**config.mk**
```make
export PLATFORM = sky130hd
export DESIGN_NAME = apb_master_arb
export DESIGN_NICKNAME = d
export VERILOG_FILES = /design/src/rtl/apb_arb_pkg.sv /design/src/rtl/apb_arb_rr.sv /design/src/rtl/apb_master_arb.sv
export SDC_FILE = /design/constraint.sdc
export NUM_CORES = 1
export LEC_CHECK = 0
export CELL_PAD_IN_SITES_DETAIL_PLACEMENT = 0
export CELL_PAD_IN_SITES_GLOBAL_PLACEMENT = 1
export CORE_MARGIN = 2
export CORE_UTILIZATION = 29
export DETAILED_ROUTE_END_ITERATION = 8
export GPL_ROUTABILITY_DRIVEN = 0
export HOLD_SLACK_MARGIN = 0.06
export PLACE_DENSITY_LB_ADDON = 0.05
export SLEW_MARGIN = 20
export SYNTH_ARGS = -nofsm -noshare
export SYNTH_HDL_FRONTEND = slang
export SYNTH_SLANG_ARGS = --single-unit
```
**constraint.sdc**
```tcl
create_clock -name clk_i -period 7.41 [get_ports clk_i]
set_clock_uncertainty 0.15 [all_clocks]
set_input_delay 1.482 -clock clk_i [delete_from_list [all_inputs] [get_ports clk_i]]
set_output_delay 1.482 -clock clk_i [all_outputs]
set_load 0.02 [all_outputs]
```
**src/rtl/apb_arb_pkg.sv**
```systemverilog
// Shared types and default parameters for the APB master arbiter.
// Holds the transfer state enum and the one-hot to index helper.
package apb_arb_pkg;

    typedef enum logic [1:0] {
        IDLE   = 2'd0,
        SETUP  = 2'd1,
        ACCESS = 2'd2,
        RESP   = 2'd3
    } arb_state_t;

    localparam int DEF_NB_REQ         = 2;
    localparam int DEF_ADDR_WIDTH     = 32;
    localparam int DEF_DATA_WIDTH     = 32;
    localparam int DEF_TIMEOUT_CYCLES = 255;
    localparam int MAX_NB_REQ         = 8;

    function automatic logic [2:0] onehot_to_idx(input logic [MAX_NB_REQ-1:0] oh);
        logic [2:0] idx;
        idx = '0;
        for (int i = 0; i < MAX_NB_REQ; i++) begin
            if (oh[i]) idx = 3'(i);
        end
        return idx;
    endfunction

endpackage

```
**src/rtl/apb_arb_rr.sv**
```systemverilog
// Round-robin picker: first requester at or above ptr (wrapping) wins.
// Latency: combinational, no state.
// Backpressure: none; valid is low when no requester is asserting.
module apb_arb_rr #(
    parameter int NB_REQ = 2
) (
    input  logic [NB_REQ-1:0]         req,
    input  logic [$clog2(NB_REQ)-1:0] ptr,
    output logic [NB_REQ-1:0]         grant,
    output logic                      valid
);

    localparam int PTR_W = $clog2(NB_REQ);

    logic [PTR_W-1:0] k;

    always_comb begin
        grant = '0;
        valid = 1'b0;
        k     = '0;
        for (int i = 0; i < NB_REQ; i++) begin
            k = PTR_W'((int'(ptr) + i) % NB_REQ);
            if (!valid && req[k]) begin
                grant[k] = 1'b1;
                valid    = 1'b1;
            end
        end
    end

endmodule

```
**src/rtl/apb_master_arb.sv**
```systemverilog
// N-requester APB arbiter driving one downstream APB bus, one transfer at a time.
// Latency: request sampled in cycle 0 -> requester PREADY in cycle 3 with a zero-wait peripheral.
// Backpressure: losers and the owner wait on PREADY; APB_ARB_TIMEOUT_EN adds an ACCESS watchdog.
module apb_master_arb
    import apb_arb_pkg::*;
#(
    parameter int NB_REQ         = DEF_NB_REQ,
    parameter int APB_ADDR_WIDTH = DEF_ADDR_WIDTH,
    parameter int APB_DATA_WIDTH = DEF_DATA_WIDTH,
    parameter int TIMEOUT_CYCLES = DEF_TIMEOUT_CYCLES
) (
    input  logic                               clk_i,
    input  logic                               rst_i,
    input  logic [NB_REQ-1:0]                  req_psel_i,
    input  logic [NB_REQ-1:0]                  req_penable_i,
    input  logic [NB_REQ-1:0]                  req_pwrite_i,
    input  logic [NB_REQ*APB_ADDR_WIDTH-1:0]   req_paddr_i,
    input  logic [NB_REQ*APB_DATA_WIDTH-1:0]   req_pwdata_i,
    output logic [APB_DATA_WIDTH-1:0]          req_prdata_o,
    output logic [NB_REQ-1:0]                  req_pready_o,
    output logic [NB_REQ-1:0]                  req_pslverr_o,
    output logic                               apb_psel_o,
    output logic                               apb_penable_o,
    output logic                               apb_pwrite_o,
    output logic [APB_ADDR_WIDTH-1:0]          apb_paddr_o,
    output logic [APB_DATA_WIDTH-1:0]          apb_pwdata_o,
    input  logic [APB_DATA_WIDTH-1:0]          apb_prdata_i,
    input  logic                               apb_pready_i,
    input  logic                               apb_pslverr_i,
    output logic [NB_REQ-1:0]                  grant_o
);

    localparam int PTR_W = $clog2(NB_REQ);

    arb_state_t                state_q, state_d;
    logic [PTR_W-1:0]          ptr_q;
    logic [NB_REQ-1:0]         grant_q;
    logic [NB_REQ-1:0]         rr_grant;
    logic                      rr_vld;
    logic [APB_ADDR_WIDTH-1:0] addr_q, sel_addr;
    logic [APB_DATA_WIDTH-1:0] wdata_q, sel_wdata;
    logic                      write_q, sel_write;
    logic [APB_DATA_WIDTH-1:0] rdata_q;
    logic                      slverr_q;
    logic                      timeout;
    logic [MAX_NB_REQ-1:0]     grant_ext;
    logic [2:0]                own_idx;
    logic                      unused_penable;

    // The arbiter only looks at PSEL; requester PENABLE carries no extra information.
    assign unused_penable = ^req_penable_i;

    apb_arb_rr #(.NB_REQ(NB_REQ)) u_rr (
        .req   (req_psel_i),
        .ptr   (ptr_q),
        .grant (rr_grant),
        .valid (rr_vld)
    );

    assign grant_ext = MAX_NB_REQ'(grant_q);
    assign own_idx   = onehot_to_idx(grant_ext);

`ifdef APB_ARB_TIMEOUT_EN
    localparam int CNT_W = $clog2(TIMEOUT_CYCLES + 1);

    logic [CNT_W-1:0] to_cnt_q;

    // Fires on the ACCESS cycle that would bring the stall count to TIMEOUT_CYCLES.
    assign timeout = (to_cnt_q == CNT_W'(TIMEOUT_CYCLES - 1));

    always_ff @(posedge clk_i or posedge rst_i) begin
        if (rst_i) begin
            to_cnt_q <= '0;
        end else if (state_q == SETUP) begin
            to_cnt_q <= '0;
        end else if (state_q == ACCESS && !apb_pready_i) begin
            to_cnt_q <= to_cnt_q + 1'b1;
        end
    end
`else
    logic unused_timeout;

    assign unused_timeout = (TIMEOUT_CYCLES != 0);
    assign timeout        = 1'b0;
`endif

    always_comb begin
        sel_addr  = '0;
        sel_wdata = '0;
        sel_write = 1'b0;
        for (int k = 0; k < NB_REQ; k++) begin
            if (rr_grant[k]) begin
                sel_addr  = req_paddr_i[k*APB_ADDR_WIDTH +: APB_ADDR_WIDTH];
                sel_wdata = req_pwdata_i[k*APB_DATA_WIDTH +: APB_DATA_WIDTH];
                sel_write = req_pwrite_i[k];
            end
        end
    end

    always_ff @(posedge clk_i or posedge rst_i) begin
        if (rst_i) begin
            state_q <= IDLE;
        end else begin
            state_q <= state_d;
        end
    end

    always_comb begin
        state_d = state_q;
        case (state_q)
            IDLE:    if (rr_vld) state_d = SETUP;
            SETUP:   state_d = ACCESS;
            ACCESS:  if (apb_pready_i || timeout) state_d = RESP;
            RESP:    state_d = IDLE;
            default: state_d = IDLE;
        endcase
    end

    always_ff @(posedge clk_i or posedge rst_i) begin
        if (rst_i) begin
            ptr_q    <= '0;
            grant_q  <= '0;
            addr_q   <= '0;
            wdata_q  <= '0;
            write_q  <= 1'b0;
            rdata_q  <= '0;
            slverr_q <= 1'b0;
        end else begin
            case (state_q)
                IDLE: begin
                    if (rr_vld) begin
                        grant_q <= rr_grant;
                        addr_q  <= sel_addr;
                        wdata_q <= sel_wdata;
                        write_q <= sel_write;
                    end
                end
                ACCESS: begin
                    if (apb_pready_i) begin
                        rdata_q  <= apb_prdata_i;
                        slverr_q <= apb_pslverr_i;
                    end else if (timeout) begin
                        rdata_q  <= '0;
                        slverr_q <= 1'b1;
                    end
                end
                RESP: begin
                    if (int'(own_idx) == NB_REQ - 1) begin
                        ptr_q <= '0;
                    end else begin
                        ptr_q <= PTR_W'(int'(own_idx) + 1);
                    end
                end
                default: ;
            endcase
        end
    end

    assign apb_paddr_o  = addr_q;
    assign apb_pwdata_o = wdata_q;
    assign apb_pwrite_o = write_q;
    assign req_prdata_o = rdata_q;

    always_comb begin
        apb_psel_o    = 1'b0;
        apb_penable_o = 1'b0;
        grant_o       = '0;
        req_pready_o  = '0;
        req_pslverr_o = '0;
        case (state_q)
            SETUP: begin
                apb_psel_o = 1'b1;
                grant_o    = grant_q;
            end
            ACCESS: begin
                apb_psel_o    = 1'b1;
                apb_penable_o = 1'b1;
                grant_o       = grant_q;
            end
            RESP: begin
                grant_o       = grant_q;
                req_pready_o  = grant_q;
                req_pslverr_o = slverr_q ? grant_q : '0;
            end
            default: ;
        endcase
    end

endmodule

```
==> results.md <==
* Max_slew headroom at 0.336
* Synth Area in Compound Gates at 0.177
* GR Overflow Total at 0
* CTS buffer count at 9
* Xor and xnor fraction of the mapped netlist area at 0
* Synth top area share at 0.588
* FF+latch count, synth at roughly 100
* Vias at 3851
* Die Width at ~130 microns
* First-pass GRT wire length at 22.1 mm
* Routed Antenna Nets at 0
* Final Util at 0.515
* Total power at ~3.2 mW
* Clk_lat worst skew at about 0.34 ns
* Ys flop type: dfrtp_1
* Final period util at 0.524
* Non-Filler Instances at slightly below 800
* Post-Synthesis Cells at between 300 and 400
* Wirelength per Cell at 18.1 microns
* Slew Limit Fails at 0
* Fill count at about 1400
* Share of cells above drive strength 1 at 0.0967
* # clock sinks at approximately 100
* Static Leak at between 3 and 4 nW
* Ports at around 280
* Full die area at 16100 sq um
* Leading area contributor after synthesis: dfrtp_1
* RSZ-0062 raised after global routing: false
* CTS Root Cell: clkbuf_16
* Ys Warns at 0
* Storage cell area at about 2600 sq um
* Setup tns final at 0 ns
* Commonest cells in the synthesized netlist: dfrtp_1 (103), a221o_1 (45), and2_1 (38)
* Die Y at 127 microns
* Seq/Total Area, Yosys at 0.588
* PostCTS Resize Cnt at 0
* Aggregate routed wire length at ~14 mm
* Arrival time of the worst setup path at ~4.0 ns
* Crit Path Category: primary input to flip-flop
* Nets@finish at 779
* Type of destination of the critical path: flip-flop
* Layout area overhead at 72.3%
* Row cnt at 44
* Syn nets at between 500 and 600
* Antenna violations before repair at 0
* Synthesized cell area at between 4000 and 5000 sq um
* Post-synthesis async set-or-reset flop share at 1.00
* Hold path depth at 1
* Dpl hpwl at a little over 10 mm
* Syn_area_per_cell at about 13 sq um
* Max cap viols at 0
* Maximum root-to-sink buffer count at 2
* Pin count of the biggest net entering global routing at 58
* Area occupied by multi-input gates at between 1500 and 2000 sq um
* Antenna cells at 0
* Combinational family with the most area after synthesis: compound AO/OA/AOI/OAI gates
* Max VDD drop at ~170 uV
* Adder and majority gate portion of the synthesized area at 0.0114
* Crit start category: primary input
* Largest cells by area after synthesis: dfrtp_1 (59%), a221o_1 (10%), mux2_2 (8.7%), and2_1 (5.4%), a32oi_1 (4.0%)
* TritonCTS clock tree: done
* Starting Density at 0.299
* H-tree depth at 3
* EDFF count, synth at 0
* Core area at about 15000 sq um
* Initial drt markers at roughly 210
* Least-Margin Pin Slew at 0.996 ns
* Vias/cell at 4.85
* Overall routing resource usage at 0.177
* Dpl cells at between 700 and 800
* Flop2flop setup slack at approximately 4.8 ns
* Final hold violations at 0
* # hold bufs at CTS at 0
* I/O Buffers at 272
* Setup bufs post-CTS at 0
* Required time of the critical path at ~7.5 ns
* Pwr/cell area at around 430 nW/um^2
* Simple-gate share of the synthesized area at 0.0988
* Minimum clock period at between 3 and 4 ns
* Yosys cell types at 25
* Vias in the first global route at 3960
* Most frequent cell after synthesis: dfrtp_1
* Final setup viols at 0
* Worst hold slack at roughly 0.36 ns
* Status: finished clean
* Class of the worst hold path: flip-flop to flip-flop
* CTS clk-pin slew, worst paths at approximately 0.070 ns
* # DRC at 0
* Peak Freq at around 0.26 GHz
* Crit-path max FO at 46
* Worst r2r path cells at 3
* DR pass1 iterations at 4
* Mux share of post-synthesis cell area at 0.0874
path summary, 6_finish.rpt:
| path | from | endpoint |
|---|---|---|
| min in group asynchronous | rst_i | req_prdata_o[27] |
| worst min-delay path | req_prdata_o[7] | req_prdata_o[7] |
| worst max-delay path | req_psel_i[1] | apb_pwdata_o[9] |
| worst max register to register | ptr_q | apb_pwdata_o[9] |
| max in group asynchronous | rst_i | req_prdata_o[7] |
| worst min register to register | req_prdata_o[7] | req_prdata_o[7] |
cells in the final DEF (no fill, tap or decap), types with 2 or more instances in the layout:
cell type | Yosys | layout
dfrtp_1 | 103 | 103
a21oi_1 | 21 | 21
clkinv_4 | 0 | 3
clkbuf_16 | 0 | 9
and2_1 | 38 | 38
and3_1 | 3 | 2
inv_1 | 4 | 3
nor2b_1 | 2 | 2
mux2_2 | 34 | 34
nor2_1 | 24 | 24
a32oi_1 | 20 | 20
clkdlybuf4s50_1 | 0 | 272
and2_0 | 9 | 9
a221o_1 | 45 | 45
ha_1 | 4 | 4
clkinvlp_4 | 0 | 2
buf_4 | 0 | 6
registers in the layout, indices dropped and copies added (netlist names):
signal	flops
apb_pwdata_o	32
slverr_q	1
grant_q	2
ptr_q	1
req_prdata_o	32
apb_paddr_o	32
apb_pwrite_o	1
state_q	2
stage by stage:
step | setup WS (ns) | area, sq um
global route | 3.31 | 7550
floorplan | 3.07 | 4380
detailed placement | 3.16 | 7250
CTS | 3.52 | 7550
global placement | 3.21 | 7250
finish | 3.53 | 7550
logic make-up after synthesis:
family,Yosys count
buffers and inverters,32
AND/OR/NAND/NOR,79
adder cells (fa/ha/maj),4
flip-flops,103
multiplexers,34
AO/OA/AOI/OAI,92
area by class of cell:
cell class,instances,area share
Timing Repair Buffer,278,0.367
Sequential cell,103,0.341
Multi-Input combinational cell,209,0.219
Tap cell,184,0.0305
Clock buffer,10,0.0303
Clock inverter,6,0.00945
Inverter,4,0.00232
power by group:
part	internal, mW	total [mW]	switching [mW]	leakage [nW]
registers	0.850	0.987	0.137	1.23
clock network	0.264	0.482	0.218	0.139
logic	0.898	1.74	0.844	1.69
total	2.01	3.21	1.20	3.06
metal layers:
| layer | part of all wire | vias to the layer above | track usage |
|---|---|---|---|
| met5 | 0 | - | 0 |
| met4 | 0.015 | 0 | 0.0601 |
| met3 | 0.088 | 13 | 0.0586 |
| met2 | 0.50 | 171 | 0.306 |
| met1 | 0.40 | 1862 | 0.208 |
| li1 | - | 1805 | - |
worst max-delay path: stages:
cell             delay (ns)
clkdlybuf4s50_1        0.92
o21ai_2                0.35
buf_4                  0.43
a21oi_4                0.03
buf_4                  0.32
a221o_1                0.37
(Power assumes the default switching activity.)
